### src/rtl/display_pkg.sv
// Shared types and constants for the signed-value seven-segment display path.
// Holds the converter FSM encoding, BCD digit type and segment patterns.
package display_pkg;

  typedef enum logic [1:0] {
    IDLE  = 2'd0,
    ABS   = 2'd1,
    SHIFT = 2'd2,
    DONE  = 2'd3
  } conv_state_e;

  typedef logic [3:0] bcd_digit_t;

  localparam int BCD_ACC_DIGITS = 5;

  // Segment order {g,f,e,d,c,b,a}, active high
  localparam logic [6:0] SEG_0     = 7'h3f;
  localparam logic [6:0] SEG_1     = 7'h06;
  localparam logic [6:0] SEG_2     = 7'h5b;
  localparam logic [6:0] SEG_3     = 7'h4f;
  localparam logic [6:0] SEG_4     = 7'h66;
  localparam logic [6:0] SEG_5     = 7'h6d;
  localparam logic [6:0] SEG_6     = 7'h7d;
  localparam logic [6:0] SEG_7     = 7'h07;
  localparam logic [6:0] SEG_8     = 7'h7f;
  localparam logic [6:0] SEG_9     = 7'h6f;
  localparam logic [6:0] SEG_MINUS = 7'h40;
  localparam logic [6:0] SEG_BLANK = 7'h00;

endpackage

### src/rtl/bcd_dabble_step.sv
// One nibble of the shift-add-3 correction.
// Digits of 5 or more get +3 so the next left shift carries correctly.
module bcd_dabble_step
  import display_pkg::*;
(
  input  bcd_digit_t d,
  output bcd_digit_t q
);

  always_comb begin
    q = d;
    if (d >= 4'd5) q = d + 4'd3;
  end

endmodule

### src/rtl/signed_bcd_converter.sv
// Signed sample to packed BCD magnitude with sign, saturation and level.
// Iterative double-dabble: one binary bit per clock after an ABS cycle.
module signed_bcd_converter
  import display_pkg::*;
#(
  parameter int WIDTH      = 16,
  parameter int DIGITS     = 4,
  parameter int LEVEL_STEP = 30
) (
  input  logic                  i_clk,
  input  logic                  i_rst_n,
  input  logic                  i_valid,
  output logic                  o_ready,
  input  logic [WIDTH-1:0]      i_data,
  output logic                  o_done,
  output logic                  o_sign,
  output logic [4*DIGITS-1:0]   o_bcd,
  output logic                  o_overflow,
  output logic [2:0]            o_level
);

  localparam int ACC_W   = 4 * BCD_ACC_DIGITS;
  localparam int MAX_MAG = (10 ** DIGITS) - 1;

  conv_state_e state_q, state_d;

  logic [WIDTH-1:0] data_q;
  logic [WIDTH-1:0] bin_q;
  logic [ACC_W-1:0] acc_q;
  logic [ACC_W-1:0] acc_adj;
  logic [ACC_W-1:0] acc_nxt;
  logic [4:0]       cnt_q;
  logic             sign_q;
  logic             ovf_q;
  logic [2:0]       lvl_q;
  logic [WIDTH:0]   ext;
  logic [WIDTH:0]   mag;
  logic             ovf_c;
  logic [2:0]       lvl_c;
  logic             last;
  logic             unused_ok;

  // Extra bit keeps -2^(WIDTH-1) exact after negation
  assign ext = {data_q[WIDTH-1], data_q};
  assign mag = data_q[WIDTH-1] ? (~ext + 1'b1) : ext;

  assign ovf_c = 32'(mag) > 32'(MAX_MAG);
  assign last  = (cnt_q == 5'(WIDTH - 1));

  always_comb begin
    lvl_c = 3'd7;
    for (int k = 1; k <= 7; k++) begin
      if (32'(mag) > 32'(k * LEVEL_STEP)) lvl_c = 3'(7 - k);
    end
  end

  for (genvar g = 0; g < BCD_ACC_DIGITS; g++) begin : g_dabble
    bcd_dabble_step u_step (
      .d (acc_q[4*g +: 4]),
      .q (acc_adj[4*g +: 4])
    );
  end

  assign acc_nxt   = {acc_adj[ACC_W-2:0], bin_q[WIDTH-1]};
  assign unused_ok = ^{acc_adj[ACC_W-1], acc_nxt};

  always_ff @(posedge i_clk or negedge i_rst_n) begin
    if (!i_rst_n) state_q <= IDLE;
    else          state_q <= state_d;
  end

  always_comb begin
    state_d = state_q;
    unique case (state_q)
      IDLE:    if (i_valid) state_d = ABS;
      ABS:     state_d = SHIFT;
      SHIFT:   if (last) state_d = DONE;
      DONE:    state_d = IDLE;
      default: state_d = IDLE;
    endcase
  end

  always_comb begin
    o_ready = (state_q == IDLE);
    o_done  = (state_q == DONE);
  end

  always_ff @(posedge i_clk or negedge i_rst_n) begin
    if (!i_rst_n) begin
      data_q     <= '0;
      bin_q      <= '0;
      acc_q      <= '0;
      cnt_q      <= '0;
      sign_q     <= 1'b0;
      ovf_q      <= 1'b0;
      lvl_q      <= 3'd7;
      o_sign     <= 1'b0;
      o_bcd      <= '0;
      o_overflow <= 1'b0;
      o_level    <= 3'd7;
    end else begin
      unique case (state_q)
        IDLE: begin
          if (i_valid) data_q <= i_data;
        end
        ABS: begin
          sign_q <= data_q[WIDTH-1];
          ovf_q  <= ovf_c;
          lvl_q  <= lvl_c;
          bin_q  <= mag[WIDTH-1:0];
          acc_q  <= '0;
          cnt_q  <= '0;
        end
        SHIFT: begin
          acc_q <= acc_nxt;
          bin_q <= {bin_q[WIDTH-2:0], 1'b0};
          cnt_q <= cnt_q + 5'd1;
          if (last) begin
            o_sign     <= sign_q;
            o_overflow <= ovf_q;
            o_level    <= lvl_q;
            o_bcd      <= ovf_q ? {DIGITS{4'h9}}
                                : acc_nxt[4*DIGITS-1:0];
          end
        end
        default: ;
      endcase
    end
  end

endmodule

### config.mk
export PLATFORM = sky130hd
export DESIGN_NAME = signed_bcd_converter
export DESIGN_NICKNAME = d
export VERILOG_FILES = /design/src/rtl/display_pkg.sv /design/src/rtl/bcd_dabble_step.sv /design/src/rtl/signed_bcd_converter.sv
export SDC_FILE = /design/constraint.sdc
export NUM_CORES = 1
export LEC_CHECK = 0
export ABC_AREA = 0
export ABC_CLOCK_PERIOD_IN_PS = 2750
export CORE_MARGIN = 4
export CORE_UTILIZATION = 45
export CTS_CLUSTER_DIAMETER = 120
export DETAILED_ROUTE_END_ITERATION = 16
export HOLD_SLACK_MARGIN = 0.03
export PLACE_DENSITY_LB_ADDON = 0.2
export SYNTH_ARGS = -nofsm -noshare
export SYNTH_HDL_FRONTEND = slang
export SYNTH_SLANG_ARGS = --single-unit
### constraint.sdc
create_clock -name i_clk -period 2.75 [get_ports i_clk]
set_input_delay 0.55 -clock i_clk [delete_from_list [all_inputs] [get_ports i_clk]]
set_output_delay 0.55 -clock i_clk [all_outputs]
set_load 0.01 [all_outputs]
### Yosys cells after proc, flatten, opt, wreduce, memory -nomap -nowiden

Index checks and enable logic that the tools add are counted.

* bits in registers: 85
* bits in latches: 0
* RAM bits: 0
* ROM bits: 0
* input bits: 19
* output and inout port bits: 23
* logic and storage cells: 64
* memories: 0

* add/subtract/negate cells: 7
* multiply operators: 0
* divide/modulo/power cells: 0
* order comparisons: 13
* eq/ne operators: 6
* shift operators: 0
* multiplexer cells: 20
* bitwise logic cells: 1
* reduce and logical (&&, ||, !) cells: 5

Operators by type and width (number)
* 17-bit by 8-bit > comparator with 1-bit output (second input constant): 3
* 20-bit one-hot mux with 2 select lines: 1
* 17-bit by 7-bit > comparator with 1-bit output (second input constant): 2
* 16-bit one-hot mux with 2 select lines: 1
* 4-bit by 3-bit >= comparator with 1-bit output (second input constant): 5
* 17-bit by 1-bit adder with 17-bit output (second input constant): 1
* 17-bit by 14-bit > comparator with 1-bit output (second input constant): 1
* 17-bit by 5-bit > comparator with 1-bit output (second input constant): 1
* 17-bit by 6-bit > comparator with 1-bit output (second input constant): 1
* 17-bit two-way mux: 1
* 17-bit NOT: 1
* 4-bit by 2-bit adder with 4-bit output (second input constant): 4
* 16-bit two-way mux: 1
* 4-bit two-way mux: 4
* 3-bit two-way mux: 5
* 5-bit one-hot mux with 2 select lines: 1
* 2-bit two-way mux: 4
* 2-bit one-hot mux with 4 select lines: 1
* 2-bit AND reduction: 3
* 5-bit by 1-bit adder with 5-bit output (second input constant): 1
* 5-bit by 4-bit equality test with 1-bit output (second input constant): 1
* 2-bit equality test (second input constant): 2
* 2-bit != test (second input constant): 2
* 3-bit by 2-bit adder with 3-bit output (second input constant): 1
* other kinds (4): 4

### Logic depth before layout (Yosys ltp)

Gate-level depths: netlist (run 1).

* depth in word-level cells: 11
* depth in mapped cells: 9
* mapped depth without buffers: 9

### By module

Synthesis (run 1) repeated with hierarchy kept, for this count alone.

* cell total of the unflattened synthesis: 487
* area, all modules: 4581.9 µm²

By module, submodules not included
* signed_bcd_converter: instances 1, cells an instance 423, area an instance 4176.5 µm², sequential area each 2034.5 µm²
* bcd_dabble_step: instances 4, cells an instance 16, area an instance 101.3 µm², sequential area each 0.0 µm²

### Worst setup path after synthesis (run 1)

No wires, ideal clock.

* kind: flip-flop to flip-flop
* from: register data_q[0]
* to: register lvl_q[0]
* arrival time: 2.405 ns
* data required time: 2.657 ns
* path slack: 0.252 ns
* cell stages (with the launch flop): 10
* buffers on the path: 0
* clock period less this slack: 2.498 ns
* cells stage by stage: dfrtp_1 > inv_1 > ha_1 > nor4b_2 > nand3_1 > o21a_1 > o32a_1 > or4_4 > nor3_2 > o32ai_1

* cells in the longest elaborated chain, start to end: 11
* elaborated cells between the ends (all ways): 17

RTL lines
* start: declaration: RTL line signed_bcd_converter.sv:27 `logic [WIDTH-1:0] data_q;`
* start signal: assignment: RTL line signed_bcd_converter.sv:104 `if (i_valid) data_q <= i_data;`
* 17-bit NOT: RTL line signed_bcd_converter.sv:45 `assign mag = data_q[WIDTH-1] ? (~ext + 1'b1) : ext;`
* 17-bit by 1-bit adder with 17-bit output: RTL line signed_bcd_converter.sv:45
* 17-bit two-way mux (*): RTL line signed_bcd_converter.sv:45
* 17-bit by 5-bit > comparator with 1-bit output: RTL line signed_bcd_converter.sv:53 `if (32'(mag) > 32'(k * LEVEL_STEP)) lvl_c = 3'(7 - k);`
* 1-bit two-way mux: RTL line signed_bcd_converter.sv:53
* 2-bit two-way mux (2 in a row): RTL line signed_bcd_converter.sv:53
* 3-bit two-way mux (3 in a row): RTL line signed_bcd_converter.sv:53
* 3-bit two-way mux (*): RTL line signed_bcd_converter.sv:53
* end signal: assignment: RTL line signed_bcd_converter.sv:109 `lvl_q <= lvl_c;`
* end: declaration: RTL line signed_bcd_converter.sv:35 `logic [2:0] lvl_q;`

Every way passes the cells marked *; elsewhere a longest branch is shown, timed or not.
A chain may end at the register's enable or synchronous reset.

### Worst setup path after layout (run 1)

* from: register data_q[0]
* to: register lvl_q[1]

* cells in the longest elaborated chain, start to end: 10
* elaborated cells between the ends (all ways): 15

RTL lines (RTL line)
* 17-bit NOT: signed_bcd_converter.sv:45
* 17-bit by 1-bit adder with 17-bit output: signed_bcd_converter.sv:45
* 17-bit two-way mux (*): signed_bcd_converter.sv:45
* 17-bit by 6-bit > comparator with 1-bit output: signed_bcd_converter.sv:53
* 2-bit two-way mux (2 in a row): signed_bcd_converter.sv:53
* 3-bit two-way mux (3 in a row): signed_bcd_converter.sv:53
* 3-bit two-way mux (*): signed_bcd_converter.sv:53

Marked as above.

==> results of run 1 <==
[Yosys cell counts, types with 3 or more instances]
master                     count
sky130_fd_sc_hd__xnor2_1      11
sky130_fd_sc_hd__xor2_1        8
sky130_fd_sc_hd__a31oi_1       6
sky130_fd_sc_hd__buf_6         6
sky130_fd_sc_hd__nand4_1       7
sky130_fd_sc_hd__buf_1         3
sky130_fd_sc_hd__a211oi_1      8
sky130_fd_sc_hd__clkbuf_1     14
sky130_fd_sc_hd__dfrtp_1      75
sky130_fd_sc_hd__o22ai_1      17
sky130_fd_sc_hd__inv_1        30
sky130_fd_sc_hd__mux2_2       40
sky130_fd_sc_hd__nor3_1        8
sky130_fd_sc_hd__nor4_1        7
sky130_fd_sc_hd__nor2b_1       4
sky130_fd_sc_hd__nand2_1      43
sky130_fd_sc_hd__nand3b_1      3
sky130_fd_sc_hd__a21oi_1      22
sky130_fd_sc_hd__o21ai_0      42
sky130_fd_sc_hd__dfstp_2       6
sky130_fd_sc_hd__nand3_1      11
sky130_fd_sc_hd__nand2b_1      5
sky130_fd_sc_hd__nor2_1       12
sky130_fd_sc_hd__ha_1         15
sky130_fd_sc_hd__and2_1        3
[registers in the layout (all words and copies together) (netlist names), 2 cells and up]
name	cells
acc_q	16
cnt_q	5
bin_q	16
o_bcd	16
lvl_q	3
o_level	3
state_q	2
data_q	16
[cell type report]
cell class | instances | area (µm²) | share of cell area [%]
clock inverters | 3 | 46.29 | 0.8388
well taps | 133 | 166.4 | 3.015
flip-flops and latches | 81 | 2034 | 36.86
multi-input cells | 321 | 2352 | 42.62
clock buffers | 13 | 168.9 | 3.061
repair buffers | 69 | 630.6 | 11.43
inverters | 32 | 120.1 | 2.176
[per-layer routing]
layer / routed length, µm / vias to the layer above
li1: - / 1759
met3: 470 / 23
met2: 4921 / 104
met4: 239 / 0
met1: 4985 / 1761
met5: 0 / -
[stage by stage]
step                      setup TNS (ns)  hold slack [ns]  setup slack (ns)
after floorplan                        0           0.2544            0.2519
after global placement                 0           0.4629            0.1729
after detailed placement               0           0.4705           0.04347
after CTS                              0           0.1859           0.03124
after global routing             -0.1712           0.2167          -0.09072
final                                  0           0.1747          0.007880
[path summary, 6_finish.rpt]
kind / start / endpoint / slack (ns) / depth (start not counted)
max in group asynchronous: i_rst_n / o_level[1]$_DFFE_PN1P_ / 1.92 / 2
worst max register to register: data_q[0]$_DFFE_PN0P_ / lvl_q[1]$_DFFE_PN1N_ / 0.008 / 10
worst min register to register: o_bcd[5]$_DFFE_PN0P_ / o_bcd[5]$_DFFE_PN0P_ / 0.48 / 2
worst max-delay path: data_q[0]$_DFFE_PN0P_ / lvl_q[1]$_DFFE_PN1N_ / 0.008 / 10
min in group i_clk: o_bcd[5]$_DFFE_PN0P_ / o_bcd[5]$_DFFE_PN0P_ / 0.48 / 2
worst min-delay path: i_rst_n / data_q[10]$_DFFE_PN0P_ / 0.17 / 1
[cells by family (layout without fill, tap and decap cells)]
logic type | count (synthesis) | after routing | share of synthesized area (%)
compound gates | 120 | 120 | 16.47
xor+xnor | 19 | 19 | 3.609
fa+ha+maj | 15 | 15 | 4.071
buf+inv | 58 | 117 | 6.160
flops | 81 | 81 | 44.12
mux | 42 | 42 | 10.20
simple gates | 125 | 125 | 15.36
[critical path, delay by kind of cell, from the launching register on]
kind	cells	cell delay, ns
xor+xnor	1	0.24
compound gates	4	0.92
simple gates	2	0.56
flops	1	0.38
fa+ha+maj	1	0.24
buf+inv	2	0.29
[power by group]
| part | internal (mW) | total (mW) | switching [mW] | leakage, nW |
|---|---|---|---|---|
| Clock | 0.498 | 0.944 | 0.446 | 0.106 |
| Sequential | 1.51 | 1.88 | 0.371 | 1.03 |
| Combinational | 1.49 | 3.29 | 1.80 | 1.07 |
| Total | 3.49 | 6.11 | 2.62 | 2.21 |
[timing repair]
item,4_1_cts,5_1_grt
endpoints found under the setup margin,0,3
buffers inserted,0,2
gates resized for setup,0,10
==> tab_implementation.tex, run 1 <==
\begin{tabular}{lr}
\hline
Metric & Value \\
\hline
\multicolumn{2}{l}{\textbf{Setup path}} \\
Crit Path Max Fanout & 6 \\
Slowest stage cell, crit path & sky130\_fd\_sc\_hd\_\_or3b\_2 \\
Kind of launch point of the worst setup path & flip-flop \\
Critical path cell sequence & inv\_1, ha\_2, or3b\_2, o31ai\_1, xor2\_1, buf\_4, o21ai\_0, o22ai\_1, nand2\_1, o32ai\_1 \\
Class of the most critical setup path & flip-flop to flip-flop \\
Required time at the endpoint of the critical path & approximately 3 ns \\
Arrival @ worst endpoint & about 3.0 ns \\
CP endpoint kind & flip-flop \\
Largest stage delay on the critical path & $\sim$0.48 ns \\
\multicolumn{2}{l}{\textbf{Global routing}} \\
Number of global-route vias before repair & around 3,500 \\
Grt met1 use & a little over a quarter \\
Maximum number of pins on one net before global-route repair & 42 \\
Initial antenna violation count & 0 \\
Layer with the highest usage after global routing & met2 \\
Overall routing resource usage & between 10\% and 20\% \\
Residual overflow from global routing & 0 \\
Met3 Resource Use GR & around 4\% \\
Wire length of the first global-routing pass & roughly 17,000 µm \\
GRT met2 Usage & 28.90\% \\
\multicolumn{2}{l}{\textbf{Die}} \\
Die width & 109.2 µm \\
Core Footprint & just under 0.01 mm² \\
Die boundary height & roughly 110 µm \\
Row Count & 36 \\
Initial Utilization & 46.74\% \\
Area of the die & around 0.012 mm² \\
Io pins & between 40 and 50 \\
\multicolumn{2}{l}{\textbf{Finish}} \\
Area Overhead vs Synth & 19.70\% \\
Fill cell instance count of the final layout & roughly 850 \\
Commonest non-fill, non-tap cells in the layout & sky130\_fd\_sc\_hd\_\_dfrtp\_1, sky130\_fd\_sc\_hd\_\_nand2\_1, sky130\_fd\_sc\_hd\_\_o21ai\_0, sky130\_fd\_sc\_hd\_\_mux2\_2, sky130\_fd\_sc\_hd\_\_clkdlybuf4s50\_1 \\
Commonest non-fill, non-tap cell in the layout & sky130\_fd\_sc\_hd\_\_dfrtp\_1 \\
Ant diodes & 0 \\
Final core occ & about 56\% \\
Nets & roughly 550 \\
Fraction of final layout cells with drive strength greater than 1 & between 20 and 25\% \\
Non-filler cells, final & 652 \\
Post-route cell area & $\sim$0.0055 mm² \\
\multicolumn{2}{l}{\textbf{Logic synthesis}} \\
Top cell type's share of synthesized area & 40.71\% \\
Number of flops mapped to enable cells by yosys & 0 \\
Synth warnings & 0 \\
Count of cell types in the netlist & 65 \\
\#FFs+latches synth & 81 \\
Cells after synthesis & between 400 and 500 \\
Synth async-reset ratio & 100.0\% \\
Mapped Area & 0.004611 mm² \\
Sequential fraction of the synthesis area & roughly 44\% \\
Post-Syn Area per Cell & 10.02 µm² \\
Cell types with the largest area share after synthesis & sky130\_fd\_sc\_hd\_\_dfrtp\_1, sky130\_fd\_sc\_hd\_\_mux2\_2, sky130\_fd\_sc\_hd\_\_o21ai\_0 \\
Primary flip-flop cell chosen by synthesis mapping & sky130\_fd\_sc\_hd\_\_dfrtp\_1 \\
Area leader, netlist & sky130\_fd\_sc\_hd\_\_dfrtp\_1 \\
Net Count, Synth & 494 \\
\multicolumn{2}{l}{\textbf{Clocking}} \\
Clock slew at the register clock pins of the worst setup and hold paths & roughly 0.08 ns \\
Cts bufs inserted & 9 \\
Clock Root Buffer & sky130\_fd\_sc\_hd\_\_clkbuf\_8 \\
Maximum buffer depth of the clock tree & 2 \\
Number of sinks on the clock net & a little over 80 \\
Number of levels in the clock H-tree & 3 \\
Clock tree from TritonCTS & yes \\
Worst-skew pair later-pin latency & 0.36 ns \\
Total of hold buffers inserted after clock tree synthesis & 0 \\
\multicolumn{2}{l}{\textbf{Placement}} \\
GP Congestion & slightly above 0.9 \\
Placed Instances & approximately 630 \\
Number of buffers added on ports & 41 \\
HPWL reported at the end of detailed placement & between 7000 and 8000 µm \\
Cell area after placement & approximately 0.0052 mm² \\
\multicolumn{2}{l}{\textbf{Drt}} \\
Via count of the routed design & 3,647 \\
Average wire length per cell after detail routing & between 15 and 20 µm \\
Remaining DRCs & 0 \\
Via density per instance & 5.594 \\
WL final & about 11,000 µm \\
Starting DRT DRC Count & around 170 \\
Detail Route Antenna Nets & 0 \\
Total iterations of the first detailed-routing run & 5 \\
\multicolumn{2}{l}{\textbf{STA}} \\
Final Hold Viols & 0 \\
Worst slew pin tran & around 0.64 ns \\
Crit share post-route & 99.71\% \\
Worst max-slew margin expressed relative to the limit & 57.43\% \\
Total count of max-transition violations in the final report & 0 \\
Setup Skew & 0.005921 ns \\
Count of final setup violators & 0 \\
Peak clock frequency supported by timing & between 300 and 400 MHz \\
Final Critical Period & around 2.7 ns \\
\multicolumn{2}{l}{\textbf{Power and ir drop}} \\
PnR Total Power & between 6 and 7 mW \\
Power Dens Cells & $\sim$1100 mW/mm² \\
Leakage power figure & 2.207 nW \\
Worst VDD drop & 0.001087 V \\
\multicolumn{2}{l}{\textbf{Hold path}} \\
Worst hold-check path type & input port to async pin \\
\multicolumn{2}{l}{\textbf{Job}} \\
Number of maximum-capacitance constraint violations & 0 \\
\multicolumn{2}{l}{\textbf{Run status}} \\
Outcome & complete, no violations \\
\hline
\end{tabular}
Note: power is estimated with default switching activity, not from simulation.
==> run 2: changes to the inputs <==
CAP_MARGIN = 20   (was unset)
REMOVE_ABC_BUFFERS = 1   (was unset)
==> run 2 against run 1 <==
First-iteration DRC count down 7.7%. Combinational power decreased by 4%. Maximum frequency grew 6.7%. Sequential cell count is the same. Largest power group unchanged. Power shrank 1.4%. Wire length fell by 7.5%. Global-route usage shrank 1.1 points. Final area fell by 0.66%. Highest routed layer unchanged. Clock-buffer cell count fell by 4. Critical endpoint is now lvl_q[0]$_DFFE_PN1N_.
==> tab_implementation.tex, run 2 (synthesis gave the netlist of run 1 again) <==
\begin{tabular}{lr}
\hline
Metric & Value \\
\hline
\multicolumn{2}{l}{\textbf{Run status}} \\
Outcome & complete, no violations \\
\multicolumn{2}{l}{\textbf{Clocking}} \\
Clock Root Buffer & sky130\_fd\_sc\_hd\_\_clkbuf\_8 \\
Number of sinks on the clock net & 81 (unchanged) \\
Clock slew at the register clock pins of the worst setup and hold paths & 0.09 ns (about the same) \\
Cts bufs inserted & 9 (unchanged) \\
Worst-skew pair later-pin latency & 0.36 ns (about the same) \\
Maximum buffer depth of the clock tree & 2 (unchanged) \\
Number of levels in the clock H-tree & 3 (unchanged) \\
Clock tree from TritonCTS & yes \\
\multicolumn{2}{l}{\textbf{Global routing}} \\
Maximum number of pins on one net before global-route repair & 48 (+14\%) \\
Overall routing resource usage & 17.74\% (-1.1 points) \\
Wire length of the first global-routing pass & 16,660 µm (-4.5\%) \\
Initial antenna violation count & 0 (unchanged) \\
Number of global-route vias before repair & 3,472 (-1.9\%) \\
Residual overflow from global routing & 0 (unchanged) \\
\multicolumn{2}{l}{\textbf{Finish}} \\
Commonest non-fill, non-tap cell in the layout & sky130\_fd\_sc\_hd\_\_dfrtp\_1 \\
Sequential cell area & 0.002034 mm² (unchanged) \\
Area Overhead vs Synth & 18.91\% \\
Commonest non-fill, non-tap cells in the layout & sky130\_fd\_sc\_hd\_\_dfrtp\_1, sky130\_fd\_sc\_hd\_\_nand2\_1, sky130\_fd\_sc\_hd\_\_o21ai\_0, sky130\_fd\_sc\_hd\_\_mux2\_2, sky130\_fd\_sc\_hd\_\_clkdlybuf4s50\_1 \\
Nets & 548 (unchanged) \\
Ant diodes & 0 (unchanged) \\
Fraction of final layout cells with drive strength greater than 1 & 21.19\% (-1.2 points) \\
Non-filler cells, final & 652 (unchanged) \\
Area occupied by multi-input gates & 0.002306 mm² (-2.0\%) \\
Fill cell instance count of the final layout & 889 (+4.5\%) \\
\multicolumn{2}{l}{\textbf{Power and ir drop}} \\
Worst VDD drop & 0.0006293 V (-42\%) \\
Leakage power figure & 2.205 nW (-0.12\%) \\
Power Dens Cells & 1099 mW/mm² (-0.80\%) \\
\multicolumn{2}{l}{\textbf{Drt}} \\
Starting DRT DRC Count & 155 (-7.7\%) \\
Remaining DRCs & 0 (unchanged) \\
Via count of the routed design & 3,568 (-2.2\%) \\
WL final & 9816 µm (-7.5\%) \\
Average wire length per cell after detail routing & 15.06 µm (-7.5\%) \\
Via density per instance & 5.472 (-2.2\%) \\
Detail Route Antenna Nets & 0 (unchanged) \\
Total iterations of the first detailed-routing run & 4 (-1) \\
\multicolumn{2}{l}{\textbf{Job}} \\
Number of maximum-capacitance constraint violations & 0 (unchanged) \\
\multicolumn{2}{l}{\textbf{Placement}} \\
HPWL reported at the end of detailed placement & 7196 µm (-4.7\%) \\
Number of buffers added on ports & 41 (unchanged) \\
Setup slack after placement & 0.1985 ns (+0.1550 ns) \\
GP Congestion & 0.8629 (-6.9\%) \\
Placed Instances & 635 (+0.16\%) \\
\multicolumn{2}{l}{\textbf{Setup path}} \\
CP endpoint kind & flip-flop \\
Slowest stage cell, crit path & sky130\_fd\_sc\_hd\_\_or4\_4 \\
Kind of cell adding the most delay to the critical path & simple AND/OR/NAND/NOR gates \\
Kind of launch point of the worst setup path & flip-flop \\
Required time at the endpoint of the critical path & 3.02 ns (+0.02 ns) \\
Arrival @ worst endpoint & 2.85 ns (-0.15 ns) \\
Class of the most critical setup path & flip-flop to flip-flop \\
Critical path cell sequence & inv\_1, ha\_1, or2b\_2, o41ai\_1, a211oi\_1, a41o\_1, or4\_4, nor3\_2, o32ai\_1 \\
Crit Path Max Fanout & 6 (unchanged) \\
Number of buffers and inverters on the critical path & 1 (-1) \\
Largest stage delay on the critical path & 0.44 ns (-0.04 ns) \\
\multicolumn{2}{l}{\textbf{STA}} \\
Worst max-slew margin expressed relative to the limit & 57.76\% (+0.34 points) \\
Total count of max-transition violations in the final report & 0 (unchanged) \\
Smallest setup slack after layout & 0.1790 ns (+0.1711 ns) \\
Crit share post-route & 93.49\% (-6.2 points) \\
Worst slew pin tran & 0.6291 ns (-0.009553 ns) \\
Count of final setup violators & 0 (unchanged) \\
Setup repair after global routing missed its margin & false \\
Peak clock frequency supported by timing & 389.0 MHz (+6.7\%) \\
Final Critical Period & 2.571 ns (-0.1711 ns) \\
Post-route setup TNS & 0 ns (unchanged) \\
Setup Skew & 0.009007 ns (+0.003086 ns) \\
Final Hold Viols & 0 (unchanged) \\
\multicolumn{2}{l}{\textbf{Die}} \\
Initial Utilization & 46.74\% (unchanged) \\
Io pins & 42 (unchanged) \\
Die boundary height & 109.2 µm (unchanged) \\
Area of the die & 0.01193 mm² (unchanged) \\
Core Footprint & 0.009864 mm² (unchanged) \\
Die width & 109.2 µm (unchanged) \\
Row Count & 36 (unchanged) \\
\multicolumn{2}{l}{\textbf{Hold path}} \\
Worst hold-check path type & input port to async pin \\
\hline
\end{tabular}
[run 2: final timing paths]
check                                            start                      to  slack (ns)  depth (start not counted)
worst max-delay path             data_q[0]$_DFFE_PN0P_    lvl_q[0]$_DFFE_PN1N_        0.18                          9
worst min-delay path                           i_rst_n    o_bcd[1]$_DFFE_PN0P_        0.19                          1
worst max register to register   data_q[0]$_DFFE_PN0P_    lvl_q[0]$_DFFE_PN1N_        0.18                          9
worst min register to register  o_level[1]$_DFFE_PN1P_  o_level[1]$_DFFE_PN1P_        0.48                          2
max in group asynchronous                      i_rst_n  data_q[13]$_DFFE_PN0P_        1.92                          2
min in group i_clk              o_level[1]$_DFFE_PN1P_  o_level[1]$_DFFE_PN1P_        0.48                          2
[run 2: stage by stage]
step	hold slack [ns]	utilization, %	power [mW]	area (µm²)
finish	0.1896	55.58	6.025	5483
global placement	0.4613	53.08	4.964	5236
CTS	0.2033	55.37	6.028	5461
detailed placement	0.4701	53.08	5.015	5236
floorplan	0.2544	-	3.966	4447
global route	0.2246	55.58	6.495	5483
[run 2: layer usage]
layer | wire length, µm | up-vias | global-route usage (%)
met5 | 0 | - | 0
met4 | 184 | 0 | 7.925
met3 | 427 | 12 | 2.901
met2 | 4755 | 69 | 28.77
met1 | 4449 | 1720 | 23.36
li1 | - | 1767 | -
[run 2: worst register-to-register path, stage by stage, from the launching register on]
cell,delay (ns)
sky130_fd_sc_hd__dfrtp_1,0.38
sky130_fd_sc_hd__inv_1,0.09
sky130_fd_sc_hd__ha_1,0.24
sky130_fd_sc_hd__or2b_2,0.34
sky130_fd_sc_hd__o41ai_1,0.35
sky130_fd_sc_hd__a211oi_1,0.16
sky130_fd_sc_hd__a41o_1,0.22
sky130_fd_sc_hd__or4_4,0.44
sky130_fd_sc_hd__nor3_2,0.19
sky130_fd_sc_hd__o32ai_1,0.09
[run 2: cell type report]
| cell class | count | share of cell area [%] |
|---|---|---|
| sequential | 81 | 37.11 |
| tap | 133 | 3.035 |
| multi-input combinational | 321 | 42.06 |
| inverter | 32 | 2.191 |
| clock buffer | 9 | 2.259 |
| timing repair buffer | 69 | 11.50 |
| clock inverter | 7 | 1.848 |
[run 2: report_power, final]
| part | switching [mW] | internal (mW) | total [mW] |
|---|---|---|---|
| sequential | 0.344 | 1.51 | 1.85 |
| combinational | 1.69 | 1.48 | 3.17 |
| clock | 0.481 | 0.523 | 1.00 |
| total | 2.52 | 3.51 | 6.02 |
[run 2: timing repair]
| item | in CTS | in global routing |
|---|---|---|
| hold buffers | 0 | 0 |
| gates resized for setup | 0 | 2 |
| setup endpoints to repair | 0 | 3 |
| buffers inserted | 0 | 1 |
